--- src/rtl/frame_stream_source.sv ---
// Avalon-ST pixel source: streams one WIDTH x HEIGHT frame in raster order
// from a 1-cycle-latency frame-buffer read port, framed with SOP/EOP.
// A 2-entry prefetch FIFO absorbs read latency so ready_in backpressure is
// honoured without losing or duplicating pixels.
module frame_stream_source #(
    parameter int WIDTH  = 4,
    parameter int HEIGHT = 4,
    parameter int DATA_W = 8,
    parameter int ADDR_W = $clog2(WIDTH * HEIGHT)
) (
    input  logic              clk,
    input  logic              reset,
    input  logic              start,
    output logic              busy,
    output logic              frame_done,
    output logic              mem_rd,
    output logic [ADDR_W-1:0] mem_addr,
    input  logic [DATA_W-1:0] mem_rdata,
    output logic [DATA_W-1:0] data_out,
    output logic              startofpacket_out,
    output logic              endofpacket_out,
    output logic              valid_out,
    input  logic              ready_in
);

    localparam int N     = WIDTH * HEIGHT;
    localparam int CNT_W = $clog2(N + 1);

    localparam logic [0:0] IDLE   = 1'b0;
    localparam logic [0:0] STREAM = 1'b1;

    logic [0:0]        state;
    logic [CNT_W-1:0]  rd_cnt;
    logic [CNT_W-1:0]  beat_cnt;
    logic              inflight;
    logic [DATA_W-1:0] fifo_mem [2];
    logic              wr_ptr;
    logic              rd_ptr;
    logic [1:0]        fifo_count;
    logic              push;
    logic              pop;
    logic              last_beat;
    logic [2:0]        pending;

    // FIFO occupancy once in-flight reads land and this cycle's pop leaves;
    // pop implies a non-empty FIFO, so the subtraction cannot underflow.
    assign pending   = 3'(fifo_count) + 3'(inflight) - 3'(pop);
    assign push      = inflight;
    assign valid_out = (fifo_count != 2'd0);
    assign pop       = valid_out && ready_in;
    assign last_beat = pop && (beat_cnt == CNT_W'(N - 1));
    assign busy      = (state == STREAM);

    // Issue reads while pixels remain and the FIFO has room for the result
    always_comb begin
        mem_rd   = (state == STREAM) && (rd_cnt < CNT_W'(N)) && (pending < 3'd2);
        mem_addr = mem_rd ? rd_cnt[ADDR_W-1:0] : '0;
    end

    // Output beat: FIFO head plus packet framing, forced to zero when idle
    always_comb begin
        data_out          = valid_out ? fifo_mem[rd_ptr] : '0;
        startofpacket_out = valid_out && (beat_cnt == '0);
        endofpacket_out   = valid_out && (beat_cnt == CNT_W'(N - 1));
    end

    // FIFO storage: capture read data on the edge after its read strobe
    always_ff @(posedge clk) begin
        if (push) begin
            fifo_mem[wr_ptr] <= mem_rdata;
        end
    end

    // Control: state, counters, FIFO pointers and completion pulse
    always_ff @(posedge clk) begin
        if (reset) begin
            state      <= IDLE;
            rd_cnt     <= '0;
            beat_cnt   <= '0;
            inflight   <= 1'b0;
            wr_ptr     <= 1'b0;
            rd_ptr     <= 1'b0;
            fifo_count <= '0;
            frame_done <= 1'b0;
        end else begin
            inflight   <= mem_rd;
            frame_done <= 1'b0;
            if (push) begin
                wr_ptr <= ~wr_ptr;
            end
            if (pop) begin
                rd_ptr <= ~rd_ptr;
            end
            fifo_count <= fifo_count + 2'(push) - 2'(pop);
            case (state)
                IDLE: begin
                    if (start) begin
                        state    <= STREAM;
                        rd_cnt   <= '0;
                        beat_cnt <= '0;
                    end
                end
                STREAM: begin
                    if (mem_rd) begin
                        rd_cnt <= rd_cnt + 1'b1;
                    end
                    if (pop) begin
                        beat_cnt <= beat_cnt + 1'b1;
                    end
                    if (last_beat) begin
                        state      <= IDLE;
                        frame_done <= 1'b1;
                        rd_cnt     <= '0;
                        beat_cnt   <= '0;
                    end
                end
                default: state <= IDLE;
            endcase
        end
    end

endmodule

--- config.mk ---
export PLATFORM = sky130hd
export DESIGN_NAME = frame_stream_source
export DESIGN_NICKNAME = d
export VERILOG_FILES = /design/src/rtl/frame_stream_source.sv
export SDC_FILE = /design/constraint.sdc
export NUM_CORES = 1
export LEC_CHECK = 0
export BUFFER_PORTS_ARGS = -buffer_cell sky130_fd_sc_hd__clkbuf_2
export CAP_MARGIN = 5
export CORE_ASPECT_RATIO = 1.5
export CORE_UTILIZATION = 48
export DETAILED_ROUTE_END_ITERATION = 7
export HOLD_SLACK_MARGIN = 0.08
export PLACE_DENSITY_LB_ADDON = 0.08
export REMOVE_ABC_BUFFERS = 1
export SETUP_SLACK_MARGIN = 0.02
export SYNTH_ARGS = -nofsm -noshare
export SYNTH_HDL_FRONTEND = slang
export SYNTH_SLANG_ARGS = --single-unit
export TNS_END_PERCENT = 10
--- constraint.sdc ---
create_clock -name clk -period 2.5 [get_ports clk]
set_input_delay 0.5 -clock clk [delete_from_list [all_inputs] [get_ports clk]]
set_output_delay 0.5 -clock clk [all_outputs]
set_load 0.05 [all_outputs]
==> flow_summary.toml <==
[clock_network]
htreeDepth = 2
cts_sinks = 34
numCtsBuffers = 5
root_buffer = "clkbuf_8"
hold_buffers = 0
cts_tree = "done"
path_clk_slew_ns = 0.06
clockBufferDepth = 2
clk_latency_ns = 0.28

[global_routing]
grt_pass1_wl_mm = 4.719
grt_overflow_total = 0
track_usage = 0.2025
grt_max_degree = 11
use_met1 = 0.1789
grt_util_met3 = 0.06202
busiest_layer = "met2"
first_global_vias = 1125
antenna_found_initial = 0
grt_use_met2 = 0.3805

[timing]
relSlewSlack = 0.5512
final.setup.worst_slack_ns = -0.2907
grt_setup_unrepaired = "true"
hold_slack_ns = 0.4070
setup_viol = 5
fin_crit_sh = 1.116
max_freq_mhz = 358.3
fin_setup_tns_ns = -1.268
hold_viol_final = 0
final.setup_skew_ns = 0.004500
worst_pin_slew_ns = 0.6719
period_needed_ns = 2.791
drv_slew = 0

[run_status]
status = "complete, but fails checks"
violations = "setup timing"

[cells_and_area]
area_growth_syn_to_layout_pct = 30.13
fin_util = 0.6628
final_cells = 218
num_antenna_cells = 0
final_nets = 196
layout-drive-gt1-share = 0.3575

[synth]
yosysWarnings = 0
synth_area_per_cell_sq_um = 11.10
yosys.area.top_type = "edfxtp_1"
syn_inst = 135
yosys.cell_types.count = 38
async_flop_share = 0
ys_seq_area_frac = 0.5609
yosys-top-cells-area = "edfxtp_1 32%, dfxtp_1 24%, mux2i_1 5.3%, nor2_1 4.3%, ha_1 3.3%"
ys_ff_latch = 34
ys.flop_type = "dfxtp_1"
yosysTopAreaCellShare = 0.3205
synth_area_sq_um = 1499
synth-edff-count = 16

[placed_design]
dp_hpwl_mm = 2.163
numPortBuffers = 29
dp.cells = 208
gp_congestion = 0.8103

[floorplan]
die_w_um = 47.63
die_h_um = 70.44
ioPinCount = 30
die-area_sq_um = 3355
fp-row-count = 24
coreArea_sq_um = 2943
initial_core_util = 0.5094

[critical_path]
cp.arrival_ns = 2.29
r2r_end = "rd_cnt[3]$_SDFFE_PP0P_"
critical_path_buf_inv_count = 4
crit_end = "mem_addr[0]"
crit_type = "input pin to output pin"
reg2reg_slack_ns = 0.06
cp-startpoint = "ready_in"
crit_path_end_kind = "output pin"
required_ns = 2.00
critPathMaxStageDelay_ns = 0.53
cpMostUsedCell = "inv_2"
crit_slowest_cell = "fa_2"
path_cells = "buf_6 -> inv_2 -> nor3b_4 -> a21o_1 -> ha_2 -> inv_2 -> fa_2 -> and3b_2 -> and3_4 -> clkbuf_16"
r2r-start = "fifo_count[0]$_SDFF_PP0_"
cp.depth = 10
worstRegToRegCells = 10
path_delay_family = "adder cells"
startpoint_type = "input pin"
path_max_fanout = 6

[flow_run]
maxCapViolCount = 0

[power]
power.internal_uw = 845.8
ir_worst_vdd_mv = 0.4549
swShare = 0.2557
switchingPower_uw = 290.6
comb_power_share = 0.136
p_leak_uw = 0.0008008
share_seq_of_total_power = 0.541
pwr_density_cell_nw_per_um2 = 582.6
p_clk_frac = 0.323

[routing]
wire_per_inst_um = 13.53
vias = 1188
antenna_left = 0
viasPerCell = 5.450
drtIter0Drc = 21
drt_first_pass_iters = 4
finalWirelength_mm = 2.949
drc = 0

[min_path]
hp-class = "input pin to flip-flop"
==> cells in the final DEF (no fill, tap or decap), types with 2 or more instances in the layout <==
| cell type | netlist | final |
|---|---|---|
| mux2i_1 | 8 | 8 |
| nand3_1 | 8 | 8 |
| dfxtp_1 | 18 | 16 |
| buf_4 | 0 | 12 |
| edfxtp_1 | 16 | 16 |
| o21ai_0 | 3 | 3 |
| ha_1 | 4 | 3 |
| clkbuf_2 | 0 | 23 |
| and3_1 | 5 | 4 |
| buf_6 | 1 | 2 |
| nor4_1 | 2 | 2 |
| nor2b_1 | 2 | 2 |
| buf_8 | 0 | 3 |
| clkbuf_8 | 0 | 5 |
| inv_2 | 0 | 2 |
| nand2b_1 | 2 | 2 |
| inv_1 | 9 | 7 |
| nor2_1 | 17 | 16 |
| a41oi_1 | 2 | 2 |
| nor3_1 | 3 | 3 |
| a21oi_1 | 6 | 6 |
| dfxtp_2 | 0 | 2 |
| xnor2_1 | 2 | 2 |
| o31ai_1 | 2 | 2 |
| clkinv_2 | 0 | 2 |
| nand2_1 | 3 | 3 |
==> power groups by stage <==
stage / logic [uW] / registers [uW] / clock network [uW]
floorplan: 85.2 / 628 / 0
global placement: 139 / 625 / 0
detailed placement: 142 / 626 / 0
CTS: 149 / 614 / 378
global route: 167 / 617 / 400
finish: 155 / 614 / 367
==> what timing repair did <==
item,in CTS,in global routing
pin swaps,2,3
buffers inserted,2,2
cloned,0,0
endpoints found under the setup margin,5,7
gates resized for setup,15,11
==> layout make-up <==
cell class,count,area [sq um]
fill,243,992.2
clock buffer,5,68.82
multi-input combinational,87,628.1
sequential,34,843.3
inverter,9,33.78
timing repair buffer,42,317.8
clock inverter,2,10.01
tap,39,48.80
==> how the worst min path moves through the flow <==
stage	startpoint	end	cells past startpoint
floorplan	beat_cnt[4]$_SDFFE_PP0P_	beat_cnt[4]$_SDFFE_PP0P_	2
global placement	beat_cnt[4]$_SDFFE_PP0P_	beat_cnt[4]$_SDFFE_PP0P_	2
detailed placement	beat_cnt[4]$_SDFFE_PP0P_	beat_cnt[4]$_SDFFE_PP0P_	2
CTS	mem_rdata[7]	fifo_mem[0][7]$_DFFE_PP_	1
global route	mem_rdata[1]	fifo_mem[0][1]$_DFFE_PP_	1
finish	mem_rdata[7]	fifo_mem[0][7]$_DFFE_PP_	1
==> flip-flops by register name (all words and copies together) (netlist names), 2 cells and up, named ones only <==
signal,flops
fifo_count,2
rd_cnt,5
fifo_mem,16
beat_cnt,5
==> Yosys cell counts (all sizes together) (2+ instances only) <==
library cell,number
o211ai,2
nor3,3
ha,4
xor2,2
mux2i,8
nand3,8
nor2,17
clkbuf,4
nor2b,2
nand2,3
a41oi,2
nor4,2
or4,2
edfxtp,16
nand2b,2
a21oi,7
xnor2,2
o21ai,3
o31ai,2
dfxtp,18
inv,9
and3,5
==> metal layers <==
metal  share of wire  vias up
met4           0.021        0
met5               0        -
met1            0.35      568
met2            0.58       44
met3           0.047        6
li1                -      570
==> metrics by stage <==
step	total power (uW)	setup WS, ns	instance area, sq um
6_report	1136	-0.2907	1951
5_1_grt	1183	-0.3527	1951
4_1_cts	1141	-0.2734	1918
3_5_place_dp	768.1	-0.4886	1757
3_3_place_gp	763.8	-0.4206	1757
2_1_floorplan	712.9	-0.4699	1473
==> cell families after synthesis <==
logic type / share of synthesized area
AO/OA/AOI/OAI: 0.09266
XOR/XNOR: 0.02839
adder cells (fa/ha/maj): 0.04675
buffers and inverters: 0.04006
flip-flops: 0.5609
multiplexers: 0.05342
AND/OR/NAND/NOR: 0.1778
Note: power is estimated with default switching activity, not from simulation.
